**src/rtl/fake_rd_pkg.sv**
```systemverilog
// Shared definitions for the fake RD data generator.
//   - FSM state codes (plain localparams so older tools can reuse them)
//   - pattern mode encodings
//   - counter width helpers
package fake_rd_pkg;

  typedef enum logic [1:0] {
    MODE_RAMP  = 2'd0,
    MODE_WALK  = 2'd1,
    MODE_CONST = 2'd2,
    MODE_PERR  = 2'd3
  } mode_e;

  typedef logic [2:0] state_t;

  localparam state_t ST_IDLE  = 3'd0;
  localparam state_t ST_DELAY = 3'd1;
  localparam state_t ST_PRE   = 3'd2;
  localparam state_t ST_DATA  = 3'd3;
  localparam state_t ST_POST  = 3'd4;

  // Word counter must hold 0..NWORDS-1; sized with headroom to NWORDS.
  function automatic int wcnt_w(input int nwords);
    return $clog2(nwords + 1);
  endfunction

  // Bit counter runs 0..WORD_W (last value is the parity slot).
  function automatic int bcnt_w(input int word_w);
    return $clog2(word_w + 1);
  endfunction

endpackage

```
**src/rtl/fake_rd_gen_if.sv**
```systemverilog
// Control and serial-link bundle of the fake RD generator.
//   ENABLE, TRIGGER : asynchronous requests into the generator
//   MODE            : pattern select, latched at trigger acceptance
//   XFR_CLK         : gated transfer clock
//   SERIAL_OUT      : NCH serial lanes
//   BUSY, DONE      : transfer status
//   DBG1, DBG2      : registered debug copies of gate and lane 0
// master = generator side, slave = receiver / controller side.
interface fake_rd_gen_if #(
  parameter int NCH = 2
);
  logic           ENABLE;
  logic           TRIGGER;
  logic [1:0]     MODE;
  logic           XFR_CLK;
  logic [NCH-1:0] SERIAL_OUT;
  logic           BUSY;
  logic           DONE;
  logic           DBG1;
  logic           DBG2;

  modport master (
    input  ENABLE, TRIGGER, MODE,
    output XFR_CLK, SERIAL_OUT, BUSY, DONE, DBG1, DBG2
  );

  modport slave (
    output ENABLE, TRIGGER, MODE,
    input  XFR_CLK, SERIAL_OUT, BUSY, DONE, DBG1, DBG2
  );
endinterface

```
**src/rtl/fake_rd_lane.sv**
```systemverilog
// One serial lane: pattern generation, parity and the frame shift register.
//   LOCAL_CLK, RST_N : clock, synchronous active-low reset
//   load             : next cycle is bit 0 of frame 'word'
//   shift            : next cycle is a later bit of the current frame
//   mode             : latched pattern mode
//   word             : index of the frame being loaded
//   sout             : registered lane output, idles high
module fake_rd_lane
  import fake_rd_pkg::*;
#(
  parameter int          LANE      = 0,
  parameter int          WORD_W    = 12,
  parameter int          WCW       = 12,
  parameter int          ERR_WORD  = 3,
  parameter logic [15:0] CONST_PAT = 16'h0A5A
) (
  input  logic           LOCAL_CLK,
  input  logic           RST_N,
  input  logic           load,
  input  logic           shift,
  input  mode_e          mode,
  input  logic [WCW-1:0] word,
  output logic           sout
);
  logic [WORD_W-1:0] ramp_up, ramp_dn, walk, data;
  logic [WORD_W-1:0] sh;
  logic              par;
  int                walk_idx;

  always_comb begin
    ramp_up  = WORD_W'(word);
    ramp_dn  = '0 - ramp_up;
    walk_idx = int'(word) % WORD_W;
    walk     = '0;
    for (int i = 0; i < WORD_W; i++) begin
      if (i == walk_idx) walk[i] = 1'b1;
    end
    case (mode)
      MODE_WALK:  data = walk;
      MODE_CONST: data = CONST_PAT[WORD_W-1:0];
      default:    data = (LANE % 2 == 0) ? ramp_up : ramp_dn;
    endcase
    // Odd parity over data+parity; the error mode flips it on one word.
    par = ~^data;
    if (mode == MODE_PERR && int'(word) == ERR_WORD) par = ~par;
  end

  // sh holds the bits still to be sent, next bit at the MSB.
  always_ff @(posedge LOCAL_CLK) begin
    if (!RST_N) begin
      sout <= 1'b1;
      sh   <= '0;
    end else if (load) begin
      sout <= data[WORD_W-1];
      sh   <= {data[WORD_W-2:0], par};
    end else if (shift) begin
      sout <= sh[WORD_W-1];
      sh   <= {sh[WORD_W-2:0], 1'b0};
    end else begin
      sout <= 1'b1;
    end
  end
endmodule

```
**src/rtl/rd_synchronizer.sv**
```systemverilog
// Two-flop synchroniser for a single asynchronous level.
//   LOCAL_CLK : destination clock
//   RST_N     : synchronous active-low reset (output resets low)
//   d         : asynchronous input
//   q         : synchronised output
module rd_synchronizer (
  input  logic LOCAL_CLK,
  input  logic RST_N,
  input  logic d,
  output logic q
);
  logic meta;

  always_ff @(posedge LOCAL_CLK) begin
    if (!RST_N) begin
      meta <= 1'b0;
      q    <= 1'b0;
    end else begin
      meta <= d;
      q    <= meta;
    end
  end
endmodule

```
**src/rtl/fake_rd_gen.sv**
```systemverilog
// Fake Radio Detector data generator: after a synchronised, delayed trigger
// it runs a gated transfer clock and NCH serial lanes carrying NWORDS frames
// of WORD_W data bits (MSB first) plus an odd-parity bit.
//   LOCAL_CLK : sole clock
//   RST_N     : synchronous active-low reset
//   rd        : control / serial-link bundle (master side)
//
// state    | meaning
// ---------+-----------------------------------------------
// IDLE     | waiting for a trigger edge, gate off, lanes high
// DELAY    | TRIG_DLY cycles after trigger acceptance
// PRE      | gate on, lanes high, PRE_CLKS cycles
// DATA     | NWORDS frames of WORD_W+1 bits
// POST     | gate on, lanes high, POST_CLKS cycles, then DONE
module fake_rd_gen
  import fake_rd_pkg::*;
#(
  parameter int          NCH       = 2,
  parameter int          WORD_W    = 12,
  parameter int          NWORDS    = 2048,
  parameter int          TRIG_DLY  = 20,
  parameter int          PRE_CLKS  = 4,
  parameter int          POST_CLKS = 12,
  parameter logic [15:0] CONST_PAT = 16'h0A5A,
  parameter int          ERR_WORD  = 3
) (
  input  logic          LOCAL_CLK,
  input  logic          RST_N,
  fake_rd_gen_if.master rd
);
  localparam int WCW = wcnt_w(NWORDS);
  localparam int BCW = bcnt_w(WORD_W);
  localparam logic [7:0]     DLY_LD    = 8'(TRIG_DLY - 1);
  localparam logic [7:0]     PRE_LD    = 8'(PRE_CLKS - 1);
  localparam logic [7:0]     POST_LD   = 8'(POST_CLKS - 1);
  localparam logic [WCW-1:0] LAST_WORD = WCW'(NWORDS - 1);
  localparam logic [BCW-1:0] PAR_BIT   = BCW'(WORD_W);

  logic           en_s, trig_s, trig_d, trig_edge;
  state_t         state, state_n;
  logic [7:0]     tmr, tmr_n;
  logic [WCW-1:0] word_cnt, word_n;
  logic [BCW-1:0] bit_cnt, bit_n;
  mode_e          mode_q, mode_n;
  logic           busy, busy_n, done_q, done_n;
  logic           gate, gate_n, dbg1, dbg2;
  logic           lane_load, lane_shift;
  logic [NCH-1:0] lane_bits;

  rd_synchronizer u_sync_en (
    .LOCAL_CLK (LOCAL_CLK),
    .RST_N     (RST_N),
    .d         (rd.ENABLE),
    .q         (en_s)
  );

  rd_synchronizer u_sync_trig (
    .LOCAL_CLK (LOCAL_CLK),
    .RST_N     (RST_N),
    .d         (rd.TRIGGER),
    .q         (trig_s)
  );

  assign trig_edge = trig_s & ~trig_d;

  always_comb begin
    state_n = state;
    tmr_n   = tmr;
    word_n  = word_cnt;
    bit_n   = bit_cnt;
    mode_n  = mode_q;
    busy_n  = busy;
    done_n  = 1'b0;
    case (state)
      ST_IDLE: begin
        if (trig_edge) begin
          state_n = ST_DELAY;
          tmr_n   = DLY_LD;
          word_n  = '0;
          bit_n   = '0;
          mode_n  = mode_e'(rd.MODE);
          busy_n  = 1'b1;
        end
      end
      ST_DELAY: begin
        if (tmr == '0) begin
          if (PRE_CLKS == 0) begin
            state_n = ST_DATA;
          end else begin
            state_n = ST_PRE;
            tmr_n   = PRE_LD;
          end
        end else begin
          tmr_n = tmr - 8'd1;
        end
      end
      ST_PRE: begin
        if (tmr == '0) state_n = ST_DATA;
        else           tmr_n   = tmr - 8'd1;
      end
      ST_DATA: begin
        if (bit_cnt == PAR_BIT) begin
          bit_n = '0;
          if (word_cnt == LAST_WORD) begin
            if (POST_CLKS == 0) begin
              state_n = ST_IDLE;
              busy_n  = 1'b0;
              done_n  = 1'b1;
            end else begin
              state_n = ST_POST;
              tmr_n   = POST_LD;
            end
          end else begin
            word_n = word_cnt + 1'b1;
          end
        end else begin
          bit_n = bit_cnt + 1'b1;
        end
      end
      ST_POST: begin
        if (tmr == '0) begin
          state_n = ST_IDLE;
          busy_n  = 1'b0;
          done_n  = 1'b1;
        end else begin
          tmr_n = tmr - 8'd1;
        end
      end
      default: begin
        state_n = ST_IDLE;
        busy_n  = 1'b0;
      end
    endcase
    // Disable aborts silently; trigger edges seen meanwhile are lost.
    if (!en_s) begin
      state_n = ST_IDLE;
      busy_n  = 1'b0;
      done_n  = 1'b0;
    end
  end

  // Outputs are registered from next-state so lanes and gate line up with
  // the state they belong to.
  assign gate_n     = (state_n == ST_PRE) || (state_n == ST_DATA) || (state_n == ST_POST);
  assign lane_load  = (state_n == ST_DATA) && (bit_n == '0);
  assign lane_shift = (state_n == ST_DATA) && (bit_n != '0);

  always_ff @(posedge LOCAL_CLK) begin
    if (!RST_N) begin
      state    <= ST_IDLE;
      tmr      <= '0;
      word_cnt <= '0;
      bit_cnt  <= '0;
      mode_q   <= MODE_RAMP;
      busy     <= 1'b0;
      done_q   <= 1'b0;
      gate     <= 1'b0;
      trig_d   <= 1'b0;
      dbg1     <= 1'b0;
      dbg2     <= 1'b1;
    end else begin
      state    <= state_n;
      tmr      <= tmr_n;
      word_cnt <= word_n;
      bit_cnt  <= bit_n;
      mode_q   <= mode_n;
      busy     <= busy_n;
      done_q   <= done_n;
      gate     <= gate_n;
      trig_d   <= trig_s;
      dbg1     <= gate;
      dbg2     <= lane_bits[0];
    end
  end

  for (genvar c = 0; c < NCH; c++) begin : g_lane
    fake_rd_lane #(
      .LANE      (c),
      .WORD_W    (WORD_W),
      .WCW       (WCW),
      .ERR_WORD  (ERR_WORD),
      .CONST_PAT (CONST_PAT)
    ) u_lane (
      .LOCAL_CLK (LOCAL_CLK),
      .RST_N     (RST_N),
      .load      (lane_load),
      .shift     (lane_shift),
      .mode      (mode_q),
      .word      (word_n),
      .sout      (lane_bits[c])
    );
  end

  // Gate registered on the rising edge, so XFR_CLK rises mid-bit.
  assign rd.XFR_CLK    = gate ? ~LOCAL_CLK : 1'b1;
  assign rd.SERIAL_OUT = lane_bits;
  assign rd.BUSY       = busy;
  assign rd.DONE       = done_q;
  assign rd.DBG1       = dbg1;
  assign rd.DBG2       = dbg2;
endmodule

```
**src/flat_wrapper.sv**
```systemverilog
// flat-port wrapper written by rule: the top's interface ports become plain ports
module fake_rd_gen_flat import fake_rd_pkg::*;
#(
  parameter int          NCH       = 2,
  parameter int          WORD_W    = 12,
  parameter int          NWORDS    = 2048,
  parameter int          TRIG_DLY  = 20,
  parameter int          PRE_CLKS  = 4,
  parameter int          POST_CLKS = 12,
  parameter logic [15:0] CONST_PAT = 16'h0A5A,
  parameter int          ERR_WORD  = 3
)
  (LOCAL_CLK, RST_N, rd_ENABLE, rd_TRIGGER, rd_MODE, rd_XFR_CLK, rd_SERIAL_OUT, rd_BUSY, rd_DONE, rd_DBG1, rd_DBG2);
  fake_rd_gen_if #(.NCH(NCH)) rd_i ();
  input  logic LOCAL_CLK;
  input  logic RST_N;
  input wire logic [$bits(rd_i.ENABLE)-1:0] rd_ENABLE;
  input wire logic [$bits(rd_i.TRIGGER)-1:0] rd_TRIGGER;
  input wire logic [$bits(rd_i.MODE)-1:0] rd_MODE;
  output wire logic [$bits(rd_i.XFR_CLK)-1:0] rd_XFR_CLK;
  output wire logic [$bits(rd_i.SERIAL_OUT)-1:0] rd_SERIAL_OUT;
  output wire logic [$bits(rd_i.BUSY)-1:0] rd_BUSY;
  output wire logic [$bits(rd_i.DONE)-1:0] rd_DONE;
  output wire logic [$bits(rd_i.DBG1)-1:0] rd_DBG1;
  output wire logic [$bits(rd_i.DBG2)-1:0] rd_DBG2;
  assign rd_i.ENABLE = rd_ENABLE;
  assign rd_i.TRIGGER = rd_TRIGGER;
  assign rd_i.MODE = rd_MODE;
  assign rd_XFR_CLK = rd_i.XFR_CLK;
  assign rd_SERIAL_OUT = rd_i.SERIAL_OUT;
  assign rd_BUSY = rd_i.BUSY;
  assign rd_DONE = rd_i.DONE;
  assign rd_DBG1 = rd_i.DBG1;
  assign rd_DBG2 = rd_i.DBG2;
  fake_rd_gen #(.NCH(NCH), .WORD_W(WORD_W), .NWORDS(NWORDS), .TRIG_DLY(TRIG_DLY), .PRE_CLKS(PRE_CLKS), .POST_CLKS(POST_CLKS), .CONST_PAT(CONST_PAT), .ERR_WORD(ERR_WORD)) u_core (.LOCAL_CLK(LOCAL_CLK), .RST_N(RST_N), .rd(rd_i));
endmodule
```
**config.mk**
```make
export PLATFORM = sky130hd
export DESIGN_NAME = fake_rd_gen_flat
export DESIGN_NICKNAME = d
export VERILOG_FILES = /design/src/rtl/fake_rd_pkg.sv /design/src/rtl/fake_rd_gen_if.sv /design/src/rtl/fake_rd_lane.sv /design/src/rtl/rd_synchronizer.sv /design/src/rtl/fake_rd_gen.sv /design/src/flat_wrapper.sv
export SDC_FILE = /design/constraint.sdc
export NUM_CORES = 1
export LEC_CHECK = 0
export BUFFER_PORTS_ARGS = -buffer_cell sky130_fd_sc_hd__buf_4
export CORE_MARGIN = 3
export CORE_UTILIZATION = 50
export CTS_CLUSTER_SIZE = 24
export DETAILED_ROUTE_END_ITERATION = 6
export PLACE_DENSITY = 0.66
export REMOVE_ABC_BUFFERS = 1
export SLEW_MARGIN = 5
export SYNTH_ARGS = -nofsm -noshare
export SYNTH_HDL_FRONTEND = slang
export SYNTH_HIERARCHICAL = 1
export SYNTH_SLANG_ARGS = --single-unit
```
**constraint.sdc**
```tcl
create_clock -name LOCAL_CLK -period 9.2 [get_ports LOCAL_CLK]
set_clock_uncertainty 0.05 [all_clocks]
set_input_delay 1.84 -clock LOCAL_CLK [delete_from_list [all_inputs] [get_ports LOCAL_CLK]]
set_output_delay 1.84 -clock LOCAL_CLK [all_outputs]
set_load 0.02 [all_outputs]
```
==> flow_summary.ini <==
[setup_path]
worst_path_most_repeated_cell = clkbuf_16
endpoint_kind = output port
slowest_stage = clkbuf_16
critPathRequiredTime_ns = 7.31
slowest_delay_ns = 0.13
timing.critical_path.cells = clkbuf_16 > clkbuf_16 > nand2_1 > buf_4
cp-start-kind = clock port
arrival_ns = 5.04
crit_fanout = 2
path_class = clk -> out
cp_top_family = buffers and inverters
path_buf_inv = 3
reg2reg_slack_ns = 2.37

[placement]
port_buffers = 12
placed_cells = 958
dp_hpwl_um = 11900
place.gp.congestion = 0.973
pre_cts_ws_ns = 2.52

[clocking]
cts_resized = 0
clk_pin_slew_ns = 0.06
cts_hold_repair.buffers = 0
post-cts-setup-buffers = 0
tritoncts = built
clk_latency_ns = 0.45

[detailed_routing]
drtAntennaViolNets = 0
drtPass1Iterations = 5
totalWireLength_um = 17000
vias_per_cell = 6.47
drtIter0Drc = 554
routedWlPerCell_um = 17.4
drc = 0
num_vias = 6315

[logic_synthesis]
syn_area_sq_um = 6410
synth_area_per_cell_sq_um = 7.72
synth-edff-count = 0
ys_types = 112
ys_seq_area_frac = 0.203
ys.flop_type = dfxtp_1
synthArstFlopShare = 0
synth-seq-cells = 65
synth_warnings = 6
syn_inst = 831

[floorplanning]
fp.dieW_um = 119
num_io_pins = 13
dieArea_sq_um = 14200
rows = 40
start_util = 0.523
dieHeight_um = 119
coreArea_sq_um = 12300

[layout]
nFillCells = 1152
multi_input_area_sq_um = 4740
seq_area_sq_um = 1300
final_common_cell = nand2_1
insertedDiodeCount = 0
stdcell_count = 976
syn_to_final_growth_pct = 6.61
fin_nets = 826
drive_gt1_frac = 0.124
final_cell_mix = nand2_1, dfxtp_1, nor2_1

[power]
finalPower_mw = 0.703
pwr_density_cell_nw_per_um2 = 103
p_leak_nw = 2.53
ir_worst_vdd_mv = 0.109

[sta]
hold_viol = 0
finalSetupViolations = 0
worst_slew_pin_slew_ns = 1.07
tns_ns = 0
rsz0062_at_grt = no
finalMaxSlewViolations = 0
slew_headroom = 0.285
timing.hold.ws_ns = 0.376
timing.final.ws_setup_ns = 2.27

[grt]
grt_pass1_vias = 5664
grt_pass1_wl_um = 28600
track_usage = 0.242
antenna_found_initial = 0
grt_max_degree = 47
grt_overflow = 0

[worst_hold_path]
hp-class = reg -> reg

[run]
drv_cap = 0

[status]
run_status = finished clean
[flip-flops by register name, summed over array words and instances, names as in the netlist, 2 cells and up]
name and flops:
u_core/g_lane.u_lane/sh 24, u_core/state 3, u_core/bit_cnt 4, u_core/word_cnt 12, u_core/g_lane.u_lane/sout 2, u_core/tmr 8
u_core/mode_q 2
[path summary, 6_finish.rpt]
| path | from | to | cells past startpoint |
|---|---|---|---|
| max | LOCAL_CLK | rd_XFR_CLK | 4 |
| min | u_core/u_sync_en/meta | u_core/u_sync_en/q | 1 |
| max reg2reg | u_core/bit_cnt[0] | u_core/g_lane[1].u_lane/sh[0] | 24 |
| min reg2reg | u_core/u_sync_en/meta | u_core/u_sync_en/q | 1 |
[synthesized netlist by cell type, drive strengths merged, types with 8 or more instances]
library cell	number	area, sq um
o21a	8	61.3
nor3	39	210
and2	25	156
clkbuf	39	148
nor2	46	180
nand3	29	145
a211oi	27	203
o211ai	16	130
nand4	8	56.3
a31oi	14	103
a21oi	43	226
inv	25	93.8
and3	21	141
nand2	85	322
o21ai	39	203
ha	16	200
o22ai	12	75.1
nand3b	9	71.3
nor2b	18	113
nor4	17	143
a21o	10	75.1
xor2	11	96.3
a31o	11	96.3
xnor2	21	199
nand2b	8	50.1
dfxtp	65	1300
buf	22	146
mux2i	17	170
[routing by layer]
layer | vias up | global-route usage | part of all wire | wire length (um)
met3 | 26 | 0.0451 | 0.062 | 1060
met5 | - | 0 | 0 | 0
met1 | 2940 | 0.350 | 0.48 | 8230
met2 | 242 | 0.353 | 0.44 | 7450
li1 | 3107 | - | - | -
met4 | 0 | 0.0941 | 0.017 | 291
[report_power, final]
part | internal [mW] | total, mW | switching, mW
combinational | 0.0161 | 0.0421 | 0.0261
clock | 0.235 | 0.374 | 0.138
sequential | 0.284 | 0.287 | 0.00261
total | 0.535 | 0.703 | 0.167
[kinds of logic after synthesis]
| family | synth area share |
|---|---|
| adders and majority gates | 0.0328 |
| and+or+nand+nor | 0.306 |
| buffers and inverters | 0.0611 |
| DFF | 0.203 |
| muxes | 0.0336 |
| xor gates and xnor gates | 0.0566 |
| AOI/OAI and AO/OA | 0.307 |
[final cells by class]
type                    instances  share of cell area
well taps                     168              0.0307
multi-input cells             679               0.694
repair buffers                 19              0.0209
clock buffers                  14              0.0456
flip-flops and latches         65               0.190
inverters                      26              0.0143
clock inverters                 5             0.00458
[per-stage QoR]
stage | util | cell area (sq um)
CTS | 0.558 | 6840
global route | 0.558 | 6840
global placement | 0.530 | 6500
detailed placement | 0.530 | 6500
finish | 0.558 | 6840
floorplan | - | 6120
No activity file was read; power rests on OpenSTA's default activity.
